$ cat src/rtl/uart_rx.sv
`timescale 1ns/1ps
// uart_rx -- 8N1 serial receiver with valid/ready byte output.
//
// The rx pin is brought into the clk domain through a two-flop synchroniser.
// Each bit is sampled three times around its centre. The majority of those
// three samples decides the bit, which rejects short glitches. A start bit
// that does not hold low at its centre is discarded silently. A low stop bit
// raises framing_error and drops the byte. If a new byte arrives while the
// previous one is still unconsumed, the old byte is replaced and overrun
// pulses.
//
// Ports:
//   clk            system clock, rising edge
//   rst_n          asynchronous active-low reset
//   rx             serial line (asynchronous, idles high)
//   data[7:0]      received byte, LSB received first
//   data_valid     data holds an unconsumed byte
//   data_ready     consumer accepts data this cycle
//   framing_error  one-cycle pulse: stop bit sampled low
//   overrun        one-cycle pulse: unconsumed byte overwritten
//   busy           high whenever the receiver is not idle
module uart_rx #(
    parameter int clock_frequency = 12000000,
    parameter int baud_rate       = 9600
) (
    input  logic       clk,
    input  logic       rst_n,
    input  logic       rx,
    output logic [7:0] data,
    output logic       data_valid,
    input  logic       data_ready,
    output logic       framing_error,
    output logic       overrun,
    output logic       busy
);

    localparam int CLKS_PER_BIT = clock_frequency / baud_rate;
    localparam int HALF         = CLKS_PER_BIT / 2;
    localparam int CNT_W        = $clog2(CLKS_PER_BIT);

    generate
        if (CLKS_PER_BIT < 8) begin : g_bad_rate
            $error("uart_rx: clock_frequency/baud_rate must be at least 8");
        end
    endgenerate

    localparam logic [CNT_W-1:0] CNT_LAST = CNT_W'(CLKS_PER_BIT - 1);
    localparam logic [CNT_W-1:0] SMP_A    = CNT_W'(HALF - 1);
    localparam logic [CNT_W-1:0] SMP_B    = CNT_W'(HALF);
    localparam logic [CNT_W-1:0] SMP_C    = CNT_W'(HALF + 1);

    typedef enum logic [2:0] {
        IDLE      = 3'd0,
        START     = 3'd1,
        DATA      = 3'd2,
        STOP      = 3'd3,
        WAIT_IDLE = 3'd4
    } state_t;

    state_t           state;
    state_t           state_nxt;

    logic             rx_p0;
    logic             rx_s;
    logic             rx_prev;
    logic [CNT_W-1:0] cnt;
    logic [2:0]       bit_idx;
    logic             smp_a;
    logic             smp_b;
    logic [7:0]       shreg;

    logic             decide;
    logic             cnt_last;
    logic             maj;
    logic             shift_en;
    logic             deliver;
    logic             frame_bad;

    function automatic logic majority3(input logic a, input logic b, input logic c);
        return (a & b) | (a & c) | (b & c);
    endfunction

    // ---- stage: rx synchroniser and edge history ----
    always_ff @(posedge clk or negedge rst_n) begin
        if (!rst_n) begin
            rx_p0   <= 1'b1;
            rx_s    <= 1'b1;
            rx_prev <= 1'b1;
        end else begin
            rx_p0   <= rx;
            rx_s    <= rx_p0;
            rx_prev <= rx_s;
        end
    end

    // The third sample is the live rx_s at the decision count.
    assign decide   = (cnt == SMP_C);
    assign cnt_last = (cnt == CNT_LAST);
    assign maj      = majority3(smp_a, smp_b, rx_s);

    // ---- stage: frame state register ----
    always_ff @(posedge clk or negedge rst_n) begin
        if (!rst_n) begin
            state <= IDLE;
        end else begin
            state <= state_nxt;
        end
    end

    always_comb begin
        state_nxt = state;
        case (state)
            IDLE: begin
                if (rx_prev && !rx_s) begin
                    state_nxt = START;
                end
            end
            START: begin
                if (decide && maj) begin
                    state_nxt = IDLE;
                end else if (cnt_last) begin
                    state_nxt = DATA;
                end
            end
            DATA: begin
                if (cnt_last && (bit_idx == 3'd7)) begin
                    state_nxt = STOP;
                end
            end
            // Leave at mid stop bit so a back-to-back start edge is not missed.
            STOP: begin
                if (decide) begin
                    state_nxt = maj ? IDLE : WAIT_IDLE;
                end
            end
            WAIT_IDLE: begin
                if (rx_s) begin
                    state_nxt = IDLE;
                end
            end
            default: state_nxt = IDLE;
        endcase
    end

    always_comb begin
        busy      = (state != IDLE);
        shift_en  = (state == DATA) && decide;
        deliver   = (state == STOP) && decide && maj;
        frame_bad = (state == STOP) && decide && !maj;
    end

    // ---- stage: bit timing, sampling and shift register ----
    always_ff @(posedge clk or negedge rst_n) begin
        if (!rst_n) begin
            cnt     <= '0;
            bit_idx <= 3'd0;
            smp_a   <= 1'b1;
            smp_b   <= 1'b1;
            shreg   <= 8'h00;
        end else begin
            // Hold the timer at zero outside a frame so START always begins at 0.
            if (state_nxt == IDLE || state_nxt == WAIT_IDLE || cnt_last) begin
                cnt <= '0;
            end else begin
                cnt <= cnt + CNT_W'(1);
            end

            if (state == START) begin
                bit_idx <= 3'd0;
            end else if (state == DATA && cnt_last) begin
                bit_idx <= bit_idx + 3'd1;
            end

            if (cnt == SMP_A) begin
                smp_a <= rx_s;
            end
            if (cnt == SMP_B) begin
                smp_b <= rx_s;
            end

            if (shift_en) begin
                shreg <= {maj, shreg[7:1]};
            end
        end
    end

    // ---- stage: output holding register and handshake ----
    always_ff @(posedge clk or negedge rst_n) begin
        if (!rst_n) begin
            data          <= 8'h00;
            data_valid    <= 1'b0;
            framing_error <= 1'b0;
            overrun       <= 1'b0;
        end else begin
            framing_error <= frame_bad;
            overrun       <= 1'b0;
            if (deliver) begin
                // A byte accepted on this same edge is not an overrun.
                data       <= shreg;
                data_valid <= 1'b1;
                overrun    <= data_valid && !data_ready;
            end else if (data_valid && data_ready) begin
                data_valid <= 1'b0;
            end
        end
    end

endmodule

$ cat config.mk
export PLATFORM = sky130hd
export DESIGN_NAME = uart_rx
export DESIGN_NICKNAME = d
export VERILOG_FILES = /design/src/rtl/uart_rx.sv
export SDC_FILE = /design/constraint.sdc
export NUM_CORES = 1
export LEC_CHECK = 0
export CAP_MARGIN = 20
export CORE_ASPECT_RATIO = 0.75
export CORE_UTILIZATION = 45
export DETAILED_ROUTE_END_ITERATION = 6
export PLACE_DENSITY = 0.66
export RECOVER_POWER = 50
export SLEW_MARGIN = 10
export SYNTH_ARGS = -nofsm -noshare
export SYNTH_HDL_FRONTEND = slang
export SYNTH_SLANG_ARGS = --single-unit
$ cat constraint.sdc
create_clock -name clk -period 2.5 [get_ports clk]
set_input_delay 0.625 -clock clk [delete_from_list [all_inputs] [get_ports clk]]
set_output_delay 0.625 -clock clk [all_outputs]
set_load 0.05 [all_outputs]
# [After elaboration in Yosys (flattened, before gate mapping)]
# Cells that the tools add are included.
[word_totals] regBits=41 elab_cells=64 out_inout_bits=12
[classes] n_addsub=2 muxes=14 n_eq_ne=10 bitwise_logic=5 reduce_logical=20
[op_table] operator="== test 11 x 10 -> 1 bit, second input constant" n=3
[op_table] operator="2-to-1 mux 3 bit" n=9
[op_table] operator="case mux 3 bit (5 select lines)" n=1
[op_table] operator="adder 11 x 1 -> 11 bit, second input constant" n=1
[op_table] operator="== test 11 bit, second input constant" n=1
[op_table] operator="2-to-1 mux 11 bit" n=1
[op_table] operator="logical AND 1 bit" n=10
[op_table] operator="== test 3 bit, second input constant" n=3
[op_table] operator="== test 3 x 2 -> 1 bit, second input constant" n=2
[op_table] operator="logical NOT 3 bit" n=2
[op_table] operator="nonzero test 2 bit" n=2
[op_table] operator="adder 3 x 1 -> 3 bit, second input constant" n=1
[op_table] operator="bitwise AND 1 bit" n=3
[op_table] operator="== test 3 x 1 -> 1 bit, second input constant" n=1
[op_table] operator="logical NOT 1 bit" n=3
[op_table] operator="2-to-1 mux 1 bit" n=3
[op_table] operator="nonzero test 3 bit" n=1
[op_table] operator="logical OR 1 bit" n=2
[op_table] operator="OR 1 bit" n=2

# [Depth between registers and ports, before layout]
[depth] ltp_word=10 mapped_depth=8 mapped_depth_nobuf=7

# [Worst setup path after synthesis]
# OpenSTA, ideal clock, no wires.
[synth_timing] kind="reg2reg" from="register cnt[8]" to="register cnt[10]" arrival_ns=1.903 n_path_buf=1 required_time_ns=2.420 path_slack_ns=0.517 path_stages_with_launch=7 path_cell_list="dfrtp_1 > or4b_4 > or4_4 > a21oi_2 > nor4_2 > buf_6 > nor3_2"
[synth_via] elab_chain_cells=8
[synth_rtl] element="from (decl)" line_no="66" source="logic [CNT_W-1:0] cnt;"
[synth_rtl] element="from (signal assigned)" line_no="165" source="cnt <= cnt + CNT_W'(1);"
[synth_rtl] element="== test 11 bit / == test 11 x 10 -> 1 bit (equally long branches)" line_no="98, 97"
[synth_rtl] element="2-to-1 mux 3 bit, or another cell as far along" line_no="121" source="end else if (cnt_last) begin"
[synth_rtl] element="2-to-1 mux 3 bit, on equally long branches" line_no="119, 126"
[synth_rtl] element="case mux 3 bit (5 select lines)" line_no="112" source="case (state)"
[synth_rtl] element="== test 3 bit / logical NOT 3 bit (equally long branches)" line_no="162" source="if (state_nxt == IDLE || state_nxt == WAIT_IDLE || cnt_last) begin"
[synth_rtl] element="logical OR 1 bit (2 in a row)" line_no="162"
[synth_rtl] element="2-to-1 mux 11 bit *" line_no="162"
# Every way passes the cells marked *; elsewhere a longest branch is shown, timed or not.
# A chain may end at the register's enable or synchronous reset.

# [Worst setup path after layout]
[layout_timing] from="register cnt[0]" to="register cnt[1]"
# Same word-level chain as after synthesis.

==> out/qor.csv <==
metric,value,unit
syn-num-nets,166,
placed_cells,226,
syn_to_final_growth,17.84,%
path_max_fanout,11,
cts_hold_buf,0,
max-vdd-ir-drop,0.3374,mV
cts_tree,built,
worst_pin_slew,997.7,ps
dr_wl_met3,100,um
status,finished clean,
path_clk_slew,90,ps
fin_hold_ws,357.6,ps
root_buffer,clkbuf_8,
synth_edf_count,0,
r2r_slack,240,ps
cts_resized,0,
drive_gt1_share,26.82,%
synth_area,0.001908,mm^2
maxCapViolations,0,
ys_seq_area_share,54.10,%
first_iter_violations,81,
grt.overflow.total,0,
yosysTopAreaCell,dfrtp_1,
num-nets-final,188,
synthTopCellsByArea,"dfrtp_1 47%, mux2_2 11%, dfstp_2 6.9%, ha_1 3.9%, xor2_1 3.2%",
htree_levels,2,
period_share,90.29,%
slew-limit-headroom,33.49,%
cp-startpoint,cnt[0],
synth_warnings,0,
r2r_cells,8,
crit_path_end,cnt[1],
clkSinkCount,41,
route.layer.met1.wl,1671,um
cp.arrival,2460,ps
cpLargestDelayFamily,compound AO/OA/AOI/OAI gates,
grt_pass1_vias,1253,
routed-wl-met2,1601,um
ant_nets,0,
antenna_found_initial,0,
fillers,348,
clkLatencyLatePin,290,ps
r2r_end,cnt[1],
fp.dieH,58.40,um
synthCells,156,
end_kind,register,
via_per_inst,5.282,
crit_cells,8,
grt_use_total,16.71,%
synth_top_area_share,47.21,%
crit_buf_inv,2,
antenna_cells,0,
fin_skew,11.00,ps
vias,1236,
avgRoutedWirePerCell,14.66,um
synth.distinct_cells,38,
worstHoldPathType,register to register,
first_pass_iters,4,
grt_pass1_wl,5754,um
p_per_area,674.8,mW/mm^2
leakagePower,1.049,nW
rsz0062_at_grt,no,
cts_buffers,5,
post_cts_buffers,0,
synth_top_flop_cell,dfrtp_1,
ys_ff_latch,41,
clock_path_buffers,2,
ios,16,
rows,20,
finalHoldViolCount,0,
setup_tns,0,ps
dieArea,0.004508,mm^2
critPathKind,register to register,
top_layer_used,met4,
path_cells,ha_1 -> nand4_1 -> nor3_1 -> buf_4 -> a2111oi_1 -> nor4_2 -> buf_4 -> nor3b_1,
core-area,0.004054,mm^2
globalplace.congestion,0.8837,
grt_max_degree,42,
slowest_stage,a2111oi_1,
min_period,2257,ps
hpwl,2400,um
critPathMaxStageDelay,580,ps
async_flop_share,100.0,%
cp.required,2710,ps
totalWireLength,3431,um
avgSynthCellArea,12.23,um^2
fin_util,55.46,%
die_w,77.19,um
clock.fmax,443.0,MHz
startpoint_type,register,
finalSetupViolations,0,
start_util,47.07,%
crit_top_cell,buf_4,
drc,0,
reg2reg_from,cnt[0],
port_buffers,15,
slew_viol_final,0,
instances_no_fill,234,
[routing by layer]
metal | vias up | global-route usage, %
li1 | 593 | -
met1 | 615 | 22.17
met3 | 7 | 4.341
met4 | 0 | 8.895
met5 | - | 0
met2 | 21 | 25.41
[area by class of cell]
class | count | area [um^2] | share of cell area (%)
clock buffer | 5 | 68.82 | 3.061
clock inverter | 3 | 46.29 | 2.059
inverter | 3 | 11.26 | 0.5008
multi-input combinational | 107 | 835.8 | 37.17
sequential | 41 | 1032 | 45.91
tap | 55 | 68.82 | 3.061
timing repair buffer | 20 | 185.2 | 8.236
[synthesized netlist by cell type (3+ instances only)]
cell type  instances
mux2_2            18
nor2_1            10
nand3_1            4
dfrtp_1           36
nand2b_1           4
nor3_2             6
inv_1              3
and3_1             5
dfstp_2            5
xor2_1             7
nand2_1           12
ha_1               6
xnor2_1            3
[worst min path at each step]
stage	start	to	slack [ps]	cells after the start
after floorplan	rst_n	bit_idx[0]	330	0
after global placement	rx_p0	rx_s	350	0
after detailed placement	rx_p0	rx_s	350	0
after CTS	rx_p0	rx_s	360	0
after global routing	rx_p0	rx_s	360	0
final	rx_p0	rx_s	360	0
[through the flow]
| step | cell area [um^2] | setup WS [ps] | power, W |
|---|---|---|---|
| after floorplan | 1908 | 517.0 | 0.0009283 |
| after global placement | 2131 | 375.1 | 0.0009880 |
| after detailed placement | 2131 | 291.0 | 0.0009995 |
| after CTS | 2246 | 40.71 | 0.001538 |
| after global routing | 2248 | 91.27 | 0.001598 |
| final | 2248 | 242.8 | 0.001517 |
[cells by family (layout without fill, tap and decap cells)]
logic type	count (synthesis)	count (layout)	share of synthesized area, %
simple gates	60	60	19.08
buf+inv	8	31	2.098
flops	41	41	54.10
mux	19	19	11.15
compound gates	11	11	4.524
xor+xnor	10	10	4.590
fa+ha+maj	7	7	4.459
[registers in the layout, indices dropped and copies added, names as in the netlist]
signal	cells
cnt	11
data	8
shreg	8
bit_idx	3
state	3
data_valid	1
framing_error	1
overrun	1
rx_p0	1
rx_prev	1
rx_s	1
smp_a	1
smp_b	1
[power breakdown]
part | leakage [nW] | internal [W] | switching (W)
combinational | 0.450 | 0.0000980 | 0.000132
sequential | 0.544 | 0.000707 | 0.0000483
clock | 0.0543 | 0.000299 | 0.000234
[cell usage in the layout, fill, tap and decap left out, types with 2 or more instances in the layout]
cell	instances
or2_2	2
buf_4	5
mux2_2	18
o21a_1	2
dfrtp_1	36
xor2_1	7
nor3b_1	2
a21oi_1	2
clkbuf_8	5
nand2b_1	4
ha_1	6
inv_1	3
a22o_1	2
and3_1	5
nand3_1	4
clkdlybuf4s50_1	12
or3_1	2
nor3_2	6
nor2_1	10
dfstp_2	4
nor3_1	2
xnor2_1	3
nand3b_1	2
nand2_1	12
a32o_1	2
nand4_1	2
No activity file was read; power rests on OpenSTA's default activity.
